--- config.mk ---
export PLATFORM = sky130hd
export DESIGN_NAME = multi_pattern_generator
export DESIGN_NICKNAME = d
export VERILOG_FILES = /design/src/rtl/pattern_gen_pkg.sv /design/src/rtl/pattern_table_ram.sv /design/src/rtl/multi_pattern_generator.sv
export SDC_FILE = /design/constraint.sdc
export NUM_CORES = 1
export LEC_CHECK = 0
export BUFFER_PORTS_ARGS = -buffer_cell sky130_fd_sc_hd__buf_4
export CAP_MARGIN = 5
export CORE_MARGIN = 2
export CORE_UTILIZATION = 54
export CTS_CLUSTER_SIZE = 10
export DETAILED_ROUTE_END_ITERATION = 8
export PLACE_DENSITY = 0.82
export SYNTH_ARGS = -nofsm -noshare
export SYNTH_HDL_FRONTEND = slang
export SYNTH_SLANG_ARGS = --single-unit
--- constraint.sdc ---
create_clock -name clk_i -period 4 [get_ports clk_i]
set_clock_uncertainty 0.05 [all_clocks]
set_input_delay 0.2 -clock clk_i [delete_from_list [all_inputs] [get_ports clk_i]]
set_output_delay 0.2 -clock clk_i [all_outputs]
set_load 0.02 [all_outputs]
--- src/rtl/pattern_gen_pkg.sv ---
// Shared types for the multi-channel pattern generator: mode encoding, FSM states, pass counter width.
// Pure declarations, no logic.
package pattern_gen_pkg;

    typedef enum logic [1:0] {
        MODE_TABLE = 2'd0,
        MODE_COUNT = 2'd1,
        MODE_WALK  = 2'd2,
        MODE_RSVD  = 2'd3
    } mode_e;

    typedef enum logic [1:0] {
        ST_IDLE = 2'd0,
        ST_RUN  = 2'd1,
        ST_HOLD = 2'd2
    } state_e;

    localparam int PASS_CNT_W = 16;

endpackage

--- src/rtl/pattern_table_ram.sv ---
// Pattern table: register array, one write port, one asynchronous read port with write-through bypass.
// Read is combinational; writes land on the rising edge and never stall.
module pattern_table_ram #(
    parameter  int DEPTH  = 16,
    parameter  int WIDTH  = 3,
    localparam int ADDR_W = $clog2(DEPTH)
) (
    input  logic              clk_i,
    input  logic              rst_ni,
    input  logic              wr_en_i,
    input  logic [ADDR_W-1:0] wr_addr_i,
    input  logic [WIDTH-1:0]  wr_data_i,
    input  logic [ADDR_W-1:0] rd_addr_i,
    output logic [WIDTH-1:0]  rd_data_o
);

    logic [WIDTH-1:0] r_mem [DEPTH];
    logic             w_wr_ok;

    assign w_wr_ok = wr_en_i && (int'(wr_addr_i) < DEPTH);

    always_ff @(posedge clk_i or negedge rst_ni) begin
        if (!rst_ni) begin
            for (int i = 0; i < DEPTH; i++) begin
                r_mem[i] <= WIDTH'(i);
            end
        end else if (w_wr_ok) begin
            r_mem[wr_addr_i] <= wr_data_i;
        end
    end

    // A same-cycle write to the address being read is forwarded so the new data is used.
    assign rd_data_o = (w_wr_ok && (wr_addr_i == rd_addr_i)) ? wr_data_i : r_mem[rd_addr_i];

endmodule

--- src/rtl/multi_pattern_generator.sv ---
// Replicated-lane test pattern generator (table / count / walking-one) with hold, wrap pulse and pass counter.
// One cycle from start/position to registered data_o; hold_i freezes position and outputs.
module multi_pattern_generator
    import pattern_gen_pkg::*;
#(
    parameter  int                   IO_SIZE_G     = 3,
    parameter  int                   NUM_CH_G      = 3,
    parameter  int                   SEQ_DEPTH_G   = 16,
    parameter  logic [IO_SIZE_G-1:0] IDLE_VAL_G    = '0,
    parameter  logic [IO_SIZE_G-1:0] DEFAULT_VAL_G = '1,
    localparam int                   ADDR_W        = $clog2(SEQ_DEPTH_G),
    localparam int                   LEN_W         = ADDR_W + 1
) (
    input  logic                               clk_i,
    input  logic                               rst_ni,
    input  logic                               start_i,
    input  logic                               stop_i,
    input  logic                               hold_i,
    input  logic [1:0]                         mode_i,
    input  logic [LEN_W-1:0]                   seq_len_i,
    input  logic                               wr_en_i,
    input  logic [ADDR_W-1:0]                  wr_addr_i,
    input  logic [IO_SIZE_G-1:0]               wr_data_i,
    input  logic [NUM_CH_G-1:0]                inj_mask_i,
    output logic [NUM_CH_G-1:0][IO_SIZE_G-1:0] data_o,
    output logic                               valid_o,
    output logic                               wrap_o,
    output logic [PASS_CNT_W-1:0]              pass_cnt_o
);

    state_e                r_state, w_state_nxt;
    mode_e                 r_mode, w_cur_mode;
    logic [LEN_W-1:0]      r_len, w_cur_len, w_len_in;
    logic [ADDR_W-1:0]     r_pos, w_cur_pos, w_pos_nxt;
    logic                  w_start, w_adv, w_stop, w_last;
    logic [IO_SIZE_G-1:0]  w_tab_dat, w_elem;
    logic [PASS_CNT_W-1:0] w_pass_base, w_pass_nxt;

    always_ff @(posedge clk_i or negedge rst_ni) begin
        if (!rst_ni) r_state <= ST_IDLE;
        else         r_state <= w_state_nxt;
    end

    always_comb begin
        w_state_nxt = r_state;
        unique case (r_state)
            ST_IDLE: if (start_i && !stop_i) w_state_nxt = ST_RUN;
            ST_RUN:  if (stop_i) w_state_nxt = ST_IDLE;
                     else if (hold_i) w_state_nxt = ST_HOLD;
            ST_HOLD: if (stop_i) w_state_nxt = ST_IDLE;
                     else if (!hold_i) w_state_nxt = ST_RUN;
            default: w_state_nxt = ST_IDLE;
        endcase
    end

    // Every cycle that ends in RUN registers a new element, including the start cycle itself.
    always_comb begin
        w_start = (r_state == ST_IDLE) && (w_state_nxt == ST_RUN);
        w_adv   = (w_state_nxt == ST_RUN);
        w_stop  = (r_state != ST_IDLE) && (w_state_nxt == ST_IDLE);
    end

    always_comb begin
        w_len_in = seq_len_i;
        if (seq_len_i == '0)                        w_len_in = LEN_W'(1);
        else if (int'(seq_len_i) > SEQ_DEPTH_G)     w_len_in = LEN_W'(SEQ_DEPTH_G);
    end

    assign w_cur_mode = w_start ? mode_e'(mode_i) : r_mode;
    assign w_cur_len  = w_start ? w_len_in : r_len;
    assign w_cur_pos  = w_start ? '0 : r_pos;
    assign w_last     = ({1'b0, w_cur_pos} == (w_cur_len - LEN_W'(1)));
    assign w_pos_nxt  = w_last ? '0 : (w_cur_pos + ADDR_W'(1));

    pattern_table_ram #(
        .DEPTH (SEQ_DEPTH_G),
        .WIDTH (IO_SIZE_G)
    ) u_table (
        .clk_i     (clk_i),
        .rst_ni    (rst_ni),
        .wr_en_i   (wr_en_i),
        .wr_addr_i (wr_addr_i),
        .wr_data_i (wr_data_i),
        .rd_addr_i (w_cur_pos),
        .rd_data_o (w_tab_dat)
    );

    always_comb begin
        w_elem = DEFAULT_VAL_G;
        case (w_cur_mode)
            MODE_TABLE: w_elem = w_tab_dat;
            MODE_COUNT: w_elem = IO_SIZE_G'(w_cur_pos);
            MODE_WALK:  w_elem = IO_SIZE_G'(1) << (int'(w_cur_pos) % IO_SIZE_G);
            default:    w_elem = DEFAULT_VAL_G;
        endcase
    end

    assign w_pass_base = w_start ? '0 : pass_cnt_o;
    assign w_pass_nxt  = (w_last && (w_pass_base != '1)) ? (w_pass_base + PASS_CNT_W'(1)) : w_pass_base;

    always_ff @(posedge clk_i or negedge rst_ni) begin
        if (!rst_ni) begin
            r_mode     <= MODE_TABLE;
            r_len      <= LEN_W'(1);
            r_pos      <= '0;
            data_o     <= {NUM_CH_G{IDLE_VAL_G}};
            valid_o    <= 1'b0;
            wrap_o     <= 1'b0;
            pass_cnt_o <= '0;
        end else if (w_adv) begin
            r_mode     <= w_cur_mode;
            r_len      <= w_cur_len;
            r_pos      <= w_pos_nxt;
            for (int c = 0; c < NUM_CH_G; c++) begin
                data_o[c] <= w_elem ^ IO_SIZE_G'(inj_mask_i[c]);
            end
            valid_o    <= 1'b1;
            wrap_o     <= w_last;
            pass_cnt_o <= w_pass_nxt;
        end else begin
            wrap_o <= 1'b0;
            if (w_stop) begin
                data_o  <= {NUM_CH_G{IDLE_VAL_G}};
                valid_o <= 1'b0;
            end
        end
    end

endmodule

==> metrics.yaml <==
drv_slew: 0
dr.pass1.iters: 4
period_minus_slack_ns: 3.81
max_slew.worst_pin.slew_ns: 1.03
avgSynthCellArea_um2: 10.0
ys.flop_type: "dfrtp_1"
port_buffers: 49
cp_slowest_stage_delay_ns: 0.54
clk_pin_slew_ns: 0.09
die_w_um: 99.8
grt_pass1_vias: 4093
clkSinkCount: 84
synth_seq_cells: 84
grt_max_degree: 85
synth_edf_count: 0
pwr-share-seq_pct: 38.7
pre_cts_ws_ns: 0.123
p_sw_share_pct: 36.4
synth_seq_area_share_pct: 43.0
final_nets: 570
cts_max_level: 3
synth_area_um2: 4960
numCtsBuffers: 9
path_cells: "dlygate4sd3_1, buf_4, or4b_4, nand2_1, nor2_1, ha_1, ha_4, inv_1, a311oi_1, nor2_1, ha_2, nand2_1, o32a_1, o32ai_2, o211a_1, o21ai_0, a32o_1"
cp.arrival_ns: 4.02
p_clk_share_pct: 20.6
fmax_mhz: 263
place_congestion: 0.997
wl_per_cell_um: 17.7
die_h_um: 99.8
clock_path_buffers: 2
grt.overflow.total: 0
rows: 34
cp_max_fo: 8
power_density_nw_per_um2: 522
whs_ns: 0.0513
dp_hpwl_mm: 7.80
synthesis.nets: 525
drc: 0
start_kind: "primary input"
cts_tree: "yes"
maxSlewHeadroom_pct: 31.0
netlist_instances: 494
final_cells: 652
ff2ff_setup_slack_ns: 0.29
internal_power_mw: 1.90
vias: 4078
dpl_cell_area_um2: 5430
critPathRequiredTime_ns: 4.21
switchingPower_mw: 1.09
async_reset_ff_share_pct: 100
whs_path_depth: 3
power.leakage_nw: 2.41
stdcell_area_um2: 5710
drt-initial-drc-count: 228
holdCritStartpoint: "seq_len_i[4]"
peakVddDrop_uv: 210
clk_latency_ns: 0.37
yosysWarnings: 0
drive_above_1_share_pct: 32.2
reg2regPathDepth: 15
setup_violations: 0
totalWireLength_mm: 11.6
area_growth_pct: 15.2
rr_startpoint: "r_state[1]"
critPathCaptureType: "flop"
drtAntennaViolNets: 0
grt_pass1_wl_mm: 19.6
final_util_pct: 64.9
rr_endpoint: "data_o[3]"
die_area_um2: 9960
antenna_found_initial: 0
synth_cell_types: 59
worstHoldEndpoint: "r_len[4]"
grt_usage_pct: 24.5
max_cap_violations: 0
n_antenna_cell: 0
dp_cells: 632
cts_root_buf: "clkbuf_8"
initial_core_util_pct: 56.3
critPathKind: "in2reg"
fin_crit_sh_pct: 95.2
worstHoldPathType: "in2reg"
vias_per_cell: 6.25
fin_ws_ns: 0.193
combPwrFrac_pct: 40.7
crit_slowest_cell: "dlygate4sd3_1"
core_um2: 8810
hold_viol_final: 0
io_pins: 50
status: "completed"
[through the flow]
step	TNS, ns	power [mW]
6_report	0	2.98
4_1_cts	0	2.94
3_5_place_dp	0	2.31
2_1_floorplan	0	1.99
3_3_place_gp	0	2.26
5_1_grt	-0.0105	3.17
[what timing repair did]
item	4_1_cts	5_1_grt
endpoints found under the hold margin	11	0
resized for setup	0	8
hold buffers	2	0
endpoints found under the setup margin	0	4
buffers inserted	0	2
[how the worst max path moves through the flow]
stage	to	from	slack, ns
floorplan	data_o[0]	r_state[1]	0.12
global placement	data_o[6]	r_state[1]	0.30
detailed placement	data_o[3]	r_state[1]	0.12
CTS	data_o[3]	stop_i	0.01
global route	data_o[3]	stop_i	-0.01
finish	data_o[3]	stop_i	0.19
[critical path: cells and delay by family]
family	cells	cell delay, ns
AOI/OAI and AO/OA	6	1.34
adders and majority gates	3	0.72
buffers and inverters	3	0.81
and+or+nand+nor	5	0.95
[area by class of cell]
type	instances	area, um2
well taps	108	135
repair buffers	68	515
inverters	15	56.3
multi-input cells	361	2670
clock inverters	6	52.6
flip-flops and latches	84	2130
fillers	699	3090
clock buffers	10	149
[cells in the mapped netlist, types with 4 or more instances]
cell type  count  area share, %
nor3_1        12            1.2
or4_1          5           0.76
a31oi_1        6           0.76
mux4_2         7            3.2
o211ai_1       4           0.61
nand2_1       46            3.5
nor2_1        33            2.5
nand2b_1       7           0.88
inv_1         15            1.1
dfstp_2       25             13
nor3b_1        6           0.91
and3_1         6           0.76
mux2i_1        8            1.6
nand3b_1       8            1.2
dfrtp_1       59             30
buf_2          7           0.71
buf_4          4           0.61
xnor2_1       13            2.3
or3_1         16            2.0
ha_1           8            2.0
o21ai_0       23            2.3
nand3_1       16            1.6
a21oi_1       19            1.9
clkbuf_1      19            1.4
nand4_1        8            1.0
mux2_2        51             12
a32o_1         4           0.81
o22ai_1        4           0.50
[per-layer routing]
| metal | share of wire, % | global-route usage (%) | vias to the layer above | routed length [um] |
|---|---|---|---|---|
| li1 | - | - | 1904 | - |
| met3 | 5.1 | 3.83 | 22 | 593 |
| met4 | 1.6 | 9.59 | 0 | 188 |
| met1 | 44 | 31.9 | 2023 | 5050 |
| met2 | 50 | 41.4 | 129 | 5720 |
| met5 | 0 | 0 | - | 0 |
[flip-flops by register name (all words and copies together), names as in the netlist]
name	flops
data_o	5
r_len	5
wrap_o	1
r_pos	4
valid_o	1
pass_cnt_o	16
r_mode	2
u_table.r_mem	48
r_state	2
[placed cells by master (no fill, tap or decap), types with 3 or more instances in the layout]
cell type  Yosys  layout
or4_1          5       5
nor2b_1        3       3
a21oi_1       19      18
inv_1         15      15
clkbuf_8       0       9
mux4_2         7       7
a211oi_1       3       3
nand2b_1       7       7
o41ai_1        3       3
nand3b_1       8       8
mux2i_1        8       8
xnor2_1       13      13
o21ai_0       23      23
or3_1         16      16
nand4_1        8       8
o22ai_1        4       4
a31oi_1        6       6
a32o_1         4       4
and3_1         6       6
dfrtp_1       59      59
dfstp_2       25      25
nand3_1       16      16
o211ai_1       4       4
and2_1         3       3
nand2_1       46      46
nor3_1        12      12
o21bai_1       3       3
nor2_1        33      33
nor3b_1        6       6
buf_4          4      66
mux2_2        51      51
ha_1           8       6
[cell families (layout without fill, tap and decap cells)]
| family | Yosys count | count (layout) | synth area share (%) |
|---|---|---|---|
| buffers and inverters | 49 | 99 | 4.34 |
| DFF | 84 | 84 | 43.0 |
| AOI/OAI and AO/OA | 89 | 89 | 12.0 |
| adders and majority gates | 8 | 8 | 2.02 |
| muxes | 66 | 66 | 16.4 |
| xor gates and xnor gates | 15 | 15 | 2.65 |
| and+or+nand+nor | 183 | 183 | 19.6 |
[power by group through the flow]
| stage | Clock (mW) | Sequential [mW] | Combinational [mW] |
|---|---|---|---|
| after floorplan | 0 | 1.17 | 0.828 |
| after global placement | 0 | 1.16 | 1.10 |
| after detailed placement | 0 | 1.17 | 1.15 |
| after CTS | 0.625 | 1.15 | 1.16 |
| after global routing | 0.669 | 1.18 | 1.33 |
| final | 0.613 | 1.15 | 1.21 |
Power figures use the tool's default switching activity.
